[src/rtl/display_decoder.sv]
// Loopback checker for the three-digit 7-segment display path.
// It decodes the three active-low segment patterns to BCD and checks the
// leading-blank rules. The BCD value is then turned into binary by reverse
// double-dabble, one bit per clock, under a start/busy/done handshake.
module display_decoder (
  input  logic       clk,
  input  logic       reset,
  input  logic       start,
  input  logic [6:0] digito0,
  input  logic [6:0] digito1,
  input  logic [6:0] digito2,
  output logic [9:0] valor,
  output logic       busy,
  output logic       done,
  output logic       erro
);

  localparam int unsigned SEG_W = 7;
  localparam int unsigned DIG_W = 4;
  localparam int unsigned BCD_W = 3 * DIG_W;
  localparam int unsigned BIN_W = 10;
  localparam int unsigned CNT_W = 4;
  localparam int unsigned ACC_W = BCD_W + BIN_W;

  localparam logic [CNT_W-1:0] LAST_SHIFT = CNT_W'(BIN_W - 1);

  // Active-low patterns, bit6..bit0 = g..a.
  localparam logic [SEG_W-1:0] SEG_0     = 7'b1000000;
  localparam logic [SEG_W-1:0] SEG_1     = 7'b1111001;
  localparam logic [SEG_W-1:0] SEG_2     = 7'b0100100;
  localparam logic [SEG_W-1:0] SEG_3     = 7'b0110000;
  localparam logic [SEG_W-1:0] SEG_4     = 7'b0011001;
  localparam logic [SEG_W-1:0] SEG_5     = 7'b0010010;
  localparam logic [SEG_W-1:0] SEG_6     = 7'b0000010;
  localparam logic [SEG_W-1:0] SEG_7     = 7'b1111000;
  localparam logic [SEG_W-1:0] SEG_8     = 7'b0000000;
  localparam logic [SEG_W-1:0] SEG_9     = 7'b0010000;
  localparam logic [SEG_W-1:0] SEG_BLANK = 7'b1111111;

  typedef enum logic [1:0] {
    IDLE   = 2'd0,
    DECODE = 2'd1,
    SHIFT  = 2'd2,
    DONE   = 2'd3
  } state_t;

  typedef struct packed {
    logic             valid;
    logic             blank;
    logic [DIG_W-1:0] digit;
  } seg_dec_t;

  // Map one segment pattern to a digit. A blank counts as digit 0 but is flagged.
  function automatic seg_dec_t seg_decode(input logic [SEG_W-1:0] pat);
    seg_dec_t r;
    r.valid = 1'b1;
    r.blank = 1'b0;
    r.digit = '0;
    case (pat)
      SEG_0:     r.digit = DIG_W'(0);
      SEG_1:     r.digit = DIG_W'(1);
      SEG_2:     r.digit = DIG_W'(2);
      SEG_3:     r.digit = DIG_W'(3);
      SEG_4:     r.digit = DIG_W'(4);
      SEG_5:     r.digit = DIG_W'(5);
      SEG_6:     r.digit = DIG_W'(6);
      SEG_7:     r.digit = DIG_W'(7);
      SEG_8:     r.digit = DIG_W'(8);
      SEG_9:     r.digit = DIG_W'(9);
      SEG_BLANK: r.blank = 1'b1;
      default:   r.valid = 1'b0;
    endcase
    return r;
  endfunction

  // Undo the +3 correction of double-dabble: a nibble >= 8 after the shift gets 3 taken off.
  function automatic logic [DIG_W-1:0] nibble_adjust(input logic [DIG_W-1:0] nib);
    return (nib >= DIG_W'(8)) ? nib - DIG_W'(3) : nib;
  endfunction

  state_t state, state_next;

  logic [SEG_W-1:0] cap0, cap1, cap2;
  logic [BCD_W-1:0] bcd;
  logic [BIN_W-1:0] bin;
  logic [CNT_W-1:0] cnt;

  seg_dec_t         dec0_c, dec1_c, dec2_c;
  logic             pattern_err_c, blank_err_c, decode_err_c;
  logic [ACC_W-1:0] shifted_c;
  logic [BCD_W-1:0] shift_bcd_c;
  logic [BIN_W-1:0] shift_bin_c;
  logic             last_shift_c;

  // Decode the captured patterns and evaluate the leading-blank rules.
  always_comb begin
    dec0_c        = seg_decode(cap0);
    dec1_c        = seg_decode(cap1);
    dec2_c        = seg_decode(cap2);
    pattern_err_c = !dec0_c.valid || !dec1_c.valid || !dec2_c.valid;
    // Ones may never be blank; tens may be blank only under a blank hundreds.
    blank_err_c   = dec0_c.blank || (dec1_c.blank && !dec2_c.blank);
    decode_err_c  = pattern_err_c || blank_err_c;
  end

  // One reverse double-dabble step: shift right, then correct every BCD nibble.
  always_comb begin
    shifted_c          = {bcd, bin} >> 1;
    shift_bin_c        = shifted_c[BIN_W-1:0];
    shift_bcd_c        = shifted_c[ACC_W-1:BIN_W];
    shift_bcd_c[3:0]   = nibble_adjust(shifted_c[BIN_W+3:BIN_W]);
    shift_bcd_c[7:4]   = nibble_adjust(shifted_c[BIN_W+7:BIN_W+4]);
    shift_bcd_c[11:8]  = nibble_adjust(shifted_c[BIN_W+11:BIN_W+8]);
    last_shift_c       = (cnt == LAST_SHIFT);
  end

  // State register.
  always_ff @(posedge clk or posedge reset) begin
    if (reset) state <= IDLE;
    else       state <= state_next;
  end

  // Next-state logic.
  always_comb begin
    state_next = state;
    case (state)
      IDLE:    if (start) state_next = DECODE;
      DECODE:  state_next = decode_err_c ? DONE : SHIFT;
      SHIFT:   if (last_shift_c) state_next = DONE;
      DONE:    state_next = IDLE;
      default: state_next = IDLE;
    endcase
  end

  // Datapath: pattern capture, BCD/binary shift register, counter and result.
  always_ff @(posedge clk or posedge reset) begin
    if (reset) begin
      cap0  <= '0;
      cap1  <= '0;
      cap2  <= '0;
      bcd   <= '0;
      bin   <= '0;
      cnt   <= '0;
      valor <= '0;
      erro  <= 1'b0;
    end else begin
      case (state)
        IDLE: begin
          if (start) begin
            cap0 <= digito0;
            cap1 <= digito1;
            cap2 <= digito2;
          end
        end
        DECODE: begin
          if (decode_err_c) begin
            valor <= '0;
            erro  <= 1'b1;
          end else begin
            bcd <= {dec2_c.digit, dec1_c.digit, dec0_c.digit};
            bin <= '0;
            cnt <= '0;
          end
        end
        SHIFT: begin
          bcd <= shift_bcd_c;
          bin <= shift_bin_c;
          cnt <= cnt + CNT_W'(1);
          if (last_shift_c) begin
            valor <= shift_bin_c;
            erro  <= 1'b0;
          end
        end
        default: ;
      endcase
    end
  end

  // Handshake outputs, registered from the next state so they line up with it.
  always_ff @(posedge clk or posedge reset) begin
    if (reset) begin
      busy <= 1'b0;
      done <= 1'b0;
    end else begin
      busy <= (state_next == DECODE) || (state_next == SHIFT);
      done <= (state_next == DONE);
    end
  end

endmodule

[config.mk]
export PLATFORM = sky130hd
export DESIGN_NAME = display_decoder
export DESIGN_NICKNAME = d
export VERILOG_FILES = /design/src/rtl/display_decoder.sv
export SDC_FILE = /design/constraint.sdc
export NUM_CORES = 1
export LEC_CHECK = 0
export ABC_AREA = 1
export CORE_UTILIZATION = 63
export DETAILED_ROUTE_END_ITERATION = 10
export DONT_BUFFER_PORTS = 1
export PLACE_DENSITY_LB_ADDON = 0.1
export SYNTH_ARGS = -nofsm -noshare
export SYNTH_HDL_FRONTEND = slang
export SYNTH_SLANG_ARGS = --single-unit
[constraint.sdc]
create_clock -name clk -period 2.3 [get_ports clk]
set_input_delay 0.46 -clock clk [delete_from_list [all_inputs] [get_ports clk]]
set_output_delay 0.46 -clock clk [all_outputs]
set_load 0.02 [all_outputs]
After elaboration in Yosys (flattened, before gate mapping). Index checks and enable logic that the tools add are counted.

Logic and storage cells: 107. Bits in registers: 62. Bits of input ports: 24. Output and inout port bits: 13.

Equality and inequality tests: 40. Order comparisons: 3. Mux-type cells: 28. $add $sub $neg: 4. Reduce and logical (&&, ||, !) cells: 21.

Operators with widths (count): $pmux 4 s9 (3); $eq 7x7->1 const B (12); $eq 7x5->1 const B (9); $eq 7x6->1 const B (6); $pmux 10 s2 (2); $reduce_or 11->1 (3); $mux 10 (3); $pmux 12 s2 (1); $eq 7x2->1 const B (3); $logic_not 7->1 (3); $mux 4 (4); $mux 12 (1); $mux 1 (9); $eq 2x2->1 const B (4); $ge 4x4->1 const B (2); $pmux 2 s4 (1); $pmux 4 s2 (1); $sub 4x2->4 const B (2); $ne 2x2->1 const B (3); $logic_or 1x1->1 (5); $add 4x1->4 const B (1); $eq 2x1->1 const B (2); $eq 4x4->1 const B (1); $ge 3x4->1 const B (1); 9 further kinds (14).

Logic depth before layout (Yosys ltp).
Word-level depth: 11. Depth in mapped cells: 16. Mapped depth without buffers: 14.

Least setup slack after synthesis. OpenSTA, ideal clock, no wires.

Path kind: reg2reg. Start point: register state[0]. End point: register valor[0]. Data arrival time: 1701 ps. Path buffers: 2. Data required time: 2234 ps. Path slack: 533 ps. Library setup time: 66 ps. Period minus slack after synthesis: 1767 ps. Cell stages (with the launch flop): 9. Cells stage by stage: dfrtp_1 > inv_1 > ha_1 > inv_1 > clkbuf_1 > o21ai_0 > clkbuf_1 > nand3_1 > nand2_1.

Longest elaborated chain between the ends: 3. Elaborated cells between the ends (all ways): 7. Classes of those cells: 4 x eq/ne; 1 x mux; 2 x reduce/logical.

RTL lines: start: declaration (RTL line 81) `state_t state, state_next;`; start signal: assignment (RTL line 120) `else state <= state_next;`; $eq 2x2->1 / $eq 2x1->1 (equally long branches) (RTL line 147) `case (state)`; $ne 2x2->1 (no source line) / $reduce_bool 2->1 (equally long branches); $reduce_and 3->1 (no source line); end signal: assignment (RTL line 170) `valor <= shift_bin_c;`; end: declaration (RTL line 12) `output logic [9:0] valor,`.

Several ways; a longest one is shown, not always the timed one. A chain may end at the register's enable or synchronous reset.

Final worst setup path.
Start point: register cap1[1]. End point: register bcd[7].

Longest elaborated chain between the ends: 9. Elaborated cells between the ends (all ways): 25. Classes of those cells: 11 x eq/ne; 5 x mux; 9 x reduce/logical.

RTL lines: start: declaration (RTL line 83) `logic [SEG_W-1:0] cap0, cap1, cap2;`; start signal: assignment (RTL line 151) `cap1 <= digito1;`; $eq 7x7->1, or another cell as far along (RTL line 59) `case (pat)`; $reduce_or 11->1 (no source line); $mux 1 (RTL line 59); $logic_not 1->1 (RTL line 100) `pattern_err_c = !dec0_c.valid || !dec1_c.valid || !dec2_c.valid;`; $logic_or 1x1->1 (2 in series) (RTL line 100); $logic_or 1x1->1 (RTL line 103) `decode_err_c = pattern_err_c || blank_err_c;`; $ne 2x2->1 (no source line); $reduce_and 2->1 (no source line); end signal: assignment (RTL line 160) `bcd <= {dec2_c.digit, dec1_c.digit, dec0_c.digit};`; end signal: assignment (RTL line 166) `bcd <= shift_bcd_c;`; end: declaration (RTL line 84) `logic [BCD_W-1:0] bcd;`.

Several ways; a longest one is shown, not always the timed one. The select of a mux whose other input is x is not followed.

==> results.ini <==
[synthesis]
synth_area_leaders=dfrtp_1, nand2_1, nand3_1
syn-num-nets=528
yosys.area.top_type=dfrtp_1
synth_cell_types=27
ys_warn_count=0
ys_seq_area_share_pct=44.1
synth.avg_cell_area_um2=7.02
synth_area_mm2=0.00346
synth_top_area_share_pct=44.1
ys_seq_elements=61
syn_inst=493

[detailed_routing]
ant_nets=0
via_count=3048
first_pass_iters=4
drc=0
drt_iter0_drc=188
routed_wl_mm=7.06
routedWlPerCell_um=12.4
vias_per_cell=5.35

[sta]
slew_violations=0
rsz0062_at_grt=no
timing.final.ws_setup_ns=0.317
fin_skew_ns=0.0122
fin_setup_tns_ns=0
relSlewSlack_pct=58.1
period_share_pct=86.2
worstMarginPinSlew_ns=0.627
finalHoldViolCount=0
setup_viol=0
min_period_ns=1.98
fmax_mhz=504
holdWs_ns=0.0833

[critical_path]
crit_required_ns=2.52
worstSetupStartpointType=register
worstPathArrival_ns=2.20
crit_slowest_cell=dfrtp_1
cp_common_cell=nand2_1
r2r_cells=13
cp_cell_sequence=nor2_2 > inv_1 > nor2_1 > nand2_1 > nand2_1 > nor2_1 > nand2_1 > nand2_1 > nor2_2 > nand2_2 > buf_4 > nand3_1 > nand2_1
crit_type=register to register
reg2reg_setup_slack_ns=0.32
crit_fanout=21
cpPeakStageDelay_ns=0.43
end_kind=register

[pwr]
power.density_mw_per_mm2=1100
power_frac_comb_pct=36.9
p_int_uw=2360
clock_power_share_pct=22.8
vdd_ir_drop_max_mv=0.852
p_seq_share_pct=40.2
power.switching_uw=1780
leakagePower_uw=0.00208
switching_share_pct=43.0

[final_layout]
nNetsFinal=530
final_common_cell=nand2_1
regArea_mm2=0.00153
final_util_pct=72.0
multi_input_area_mm2=0.00166
antenna_cells=0
drive_above_1_share_pct=8.00
syn_to_final_growth_pct=8.20
fin_cells=570
final_cell_mix=nand2_1, nor2_1, dfrtp_1, nand3_1, inv_1
fill_cells=435

[clock_tree]
cts_htree_levels=3
clkLatencyLatePin_ns=0.34
post-cts-setup-buffers=0
clkTransAtPathRegs_ns=0.07
cts.path.max_buffers=2
cts.sinks=61
cts_hold_buf=0
cts-root-buf=clkbuf_8
cts_buffers=9
cts_tree=built

[die]
die_w_um=76.1
core_area_mm2=0.00520
die-area_mm2=0.00580
io_pins=37
fp-row-count=26
start_util_pct=66.5
die_height_um=76.1

[flow_run]
maxCapViolCount=0

[status]
outcome=finished clean

[grt]
grt_pass1_wl_mm=12.6
grt_start_max_net_pins=43
grt_util_all_layers_pct=27.0
grt_antenna_before_repair=0
grt_pass1_vias=2992
grt.overflow.total=0

[placed_design]
gp_congestion=0.965
port_buffers=0
place_ws_ns=0.244
dp_cells=554
dp_hpwl_mm=4.92

[min_path]
hp-class=input pin to async pin

==> flip-flops by register name (all words and copies together) (netlist names) <==
name / cells
bcd: 12
valor: 10
bin: 9
cap0: 7
cap1: 7
cap2: 7
cnt: 4
state: 2
busy: 1
done: 1
erro: 1
==> power groups by stage <==
stage	sequential, µW	clock, µW	combinational [µW]
global placement	1670	0	1470
CTS	1660	966	1530
detailed placement	1670	0	1520
finish	1660	944	1530
floorplan	1620	0	1220
global route	1710	1010	1750
==> logic make-up (layout without fill, tap and decap cells) <==
| logic type | after synthesis | count (layout) | synth area share, % |
|---|---|---|---|
| AOI/OAI and AO/OA | 54 | 54 | 7.99 |
| xor gates and xnor gates | 1 | 1 | 0.253 |
| adders and majority gates | 11 | 11 | 3.98 |
| buffers and inverters | 67 | 74 | 7.91 |
| DFF | 61 | 61 | 44.1 |
| and+or+nand+nor | 299 | 299 | 35.8 |
==> path summary, 6_finish.rpt <==
kind / end / start
setup / recovery: bcd[7]$_DFFE_PP0P_ / cap1[1]$_DFFE_PP0P_
hold / removal: valor[6]$_DFFE_PP0P_ / reset
setup reg to reg: bcd[7]$_DFFE_PP0P_ / cap1[1]$_DFFE_PP0P_
hold reg to reg: bcd[11]$_DFFE_PP0P_ / bcd[11]$_DFFE_PP0P_
max in group asynchronous: cap0[5]$_DFFE_PP0P_ / reset
min in group clk: cap1[3]$_DFFE_PP0P_ / digito1[3]
==> Yosys cell counts (all sizes together) <==
cell and n:
nand4 5, a211oi 1, inv 47, clkinv 1, o21ai 19, o31ai 1
nor3 5, xnor2 1, or2 1, nand2 160, and2 1, nor2 71
ha 11, a21oi 32, dfrtp 61, buf 10, nand3 55, clkbuf 9
o22ai 1, nor3b 1
==> routing by layer <==
metal  global-route usage (%)  part of all wire [%]
met5                        0                     0
met1                     33.8                    46
met4                     12.9                   1.8
met2                     45.7                    47
met3                     4.55                   4.4
==> area by class of cell <==
class | count | share of cell area (%)
Clock buffer | 10 | 3.67
Multi-Input combinational cell | 365 | 44.4
Sequential cell | 61 | 40.7
Inverter | 48 | 4.81
Clock inverter | 6 | 1.67
Tap cell | 70 | 2.34
Timing Repair Buffer | 10 | 2.34
==> worst max-delay path, delay by kind of cell, from the launching register on <==
| kind | cells | cell delay (ns) |
|---|---|---|
| buffers and inverters | 2 | 0.34 |
| AND/OR/NAND/NOR | 11 | 1.09 |
| flip-flops | 1 | 0.43 |
==> through the flow <==
step	area, µm²	power, µW
floorplan	3460	2840
global placement	3540	3140
detailed placement	3540	3190
CTS	3740	4150
global route	3750	4470
finish	3750	4130
==> repair_timing <==
item,4_1_cts,5_1_grt
endpoints found under the setup margin,0,19
hold endpoints to repair,0,0
gates resized for setup,0,1
(Power assumes the default switching activity.)
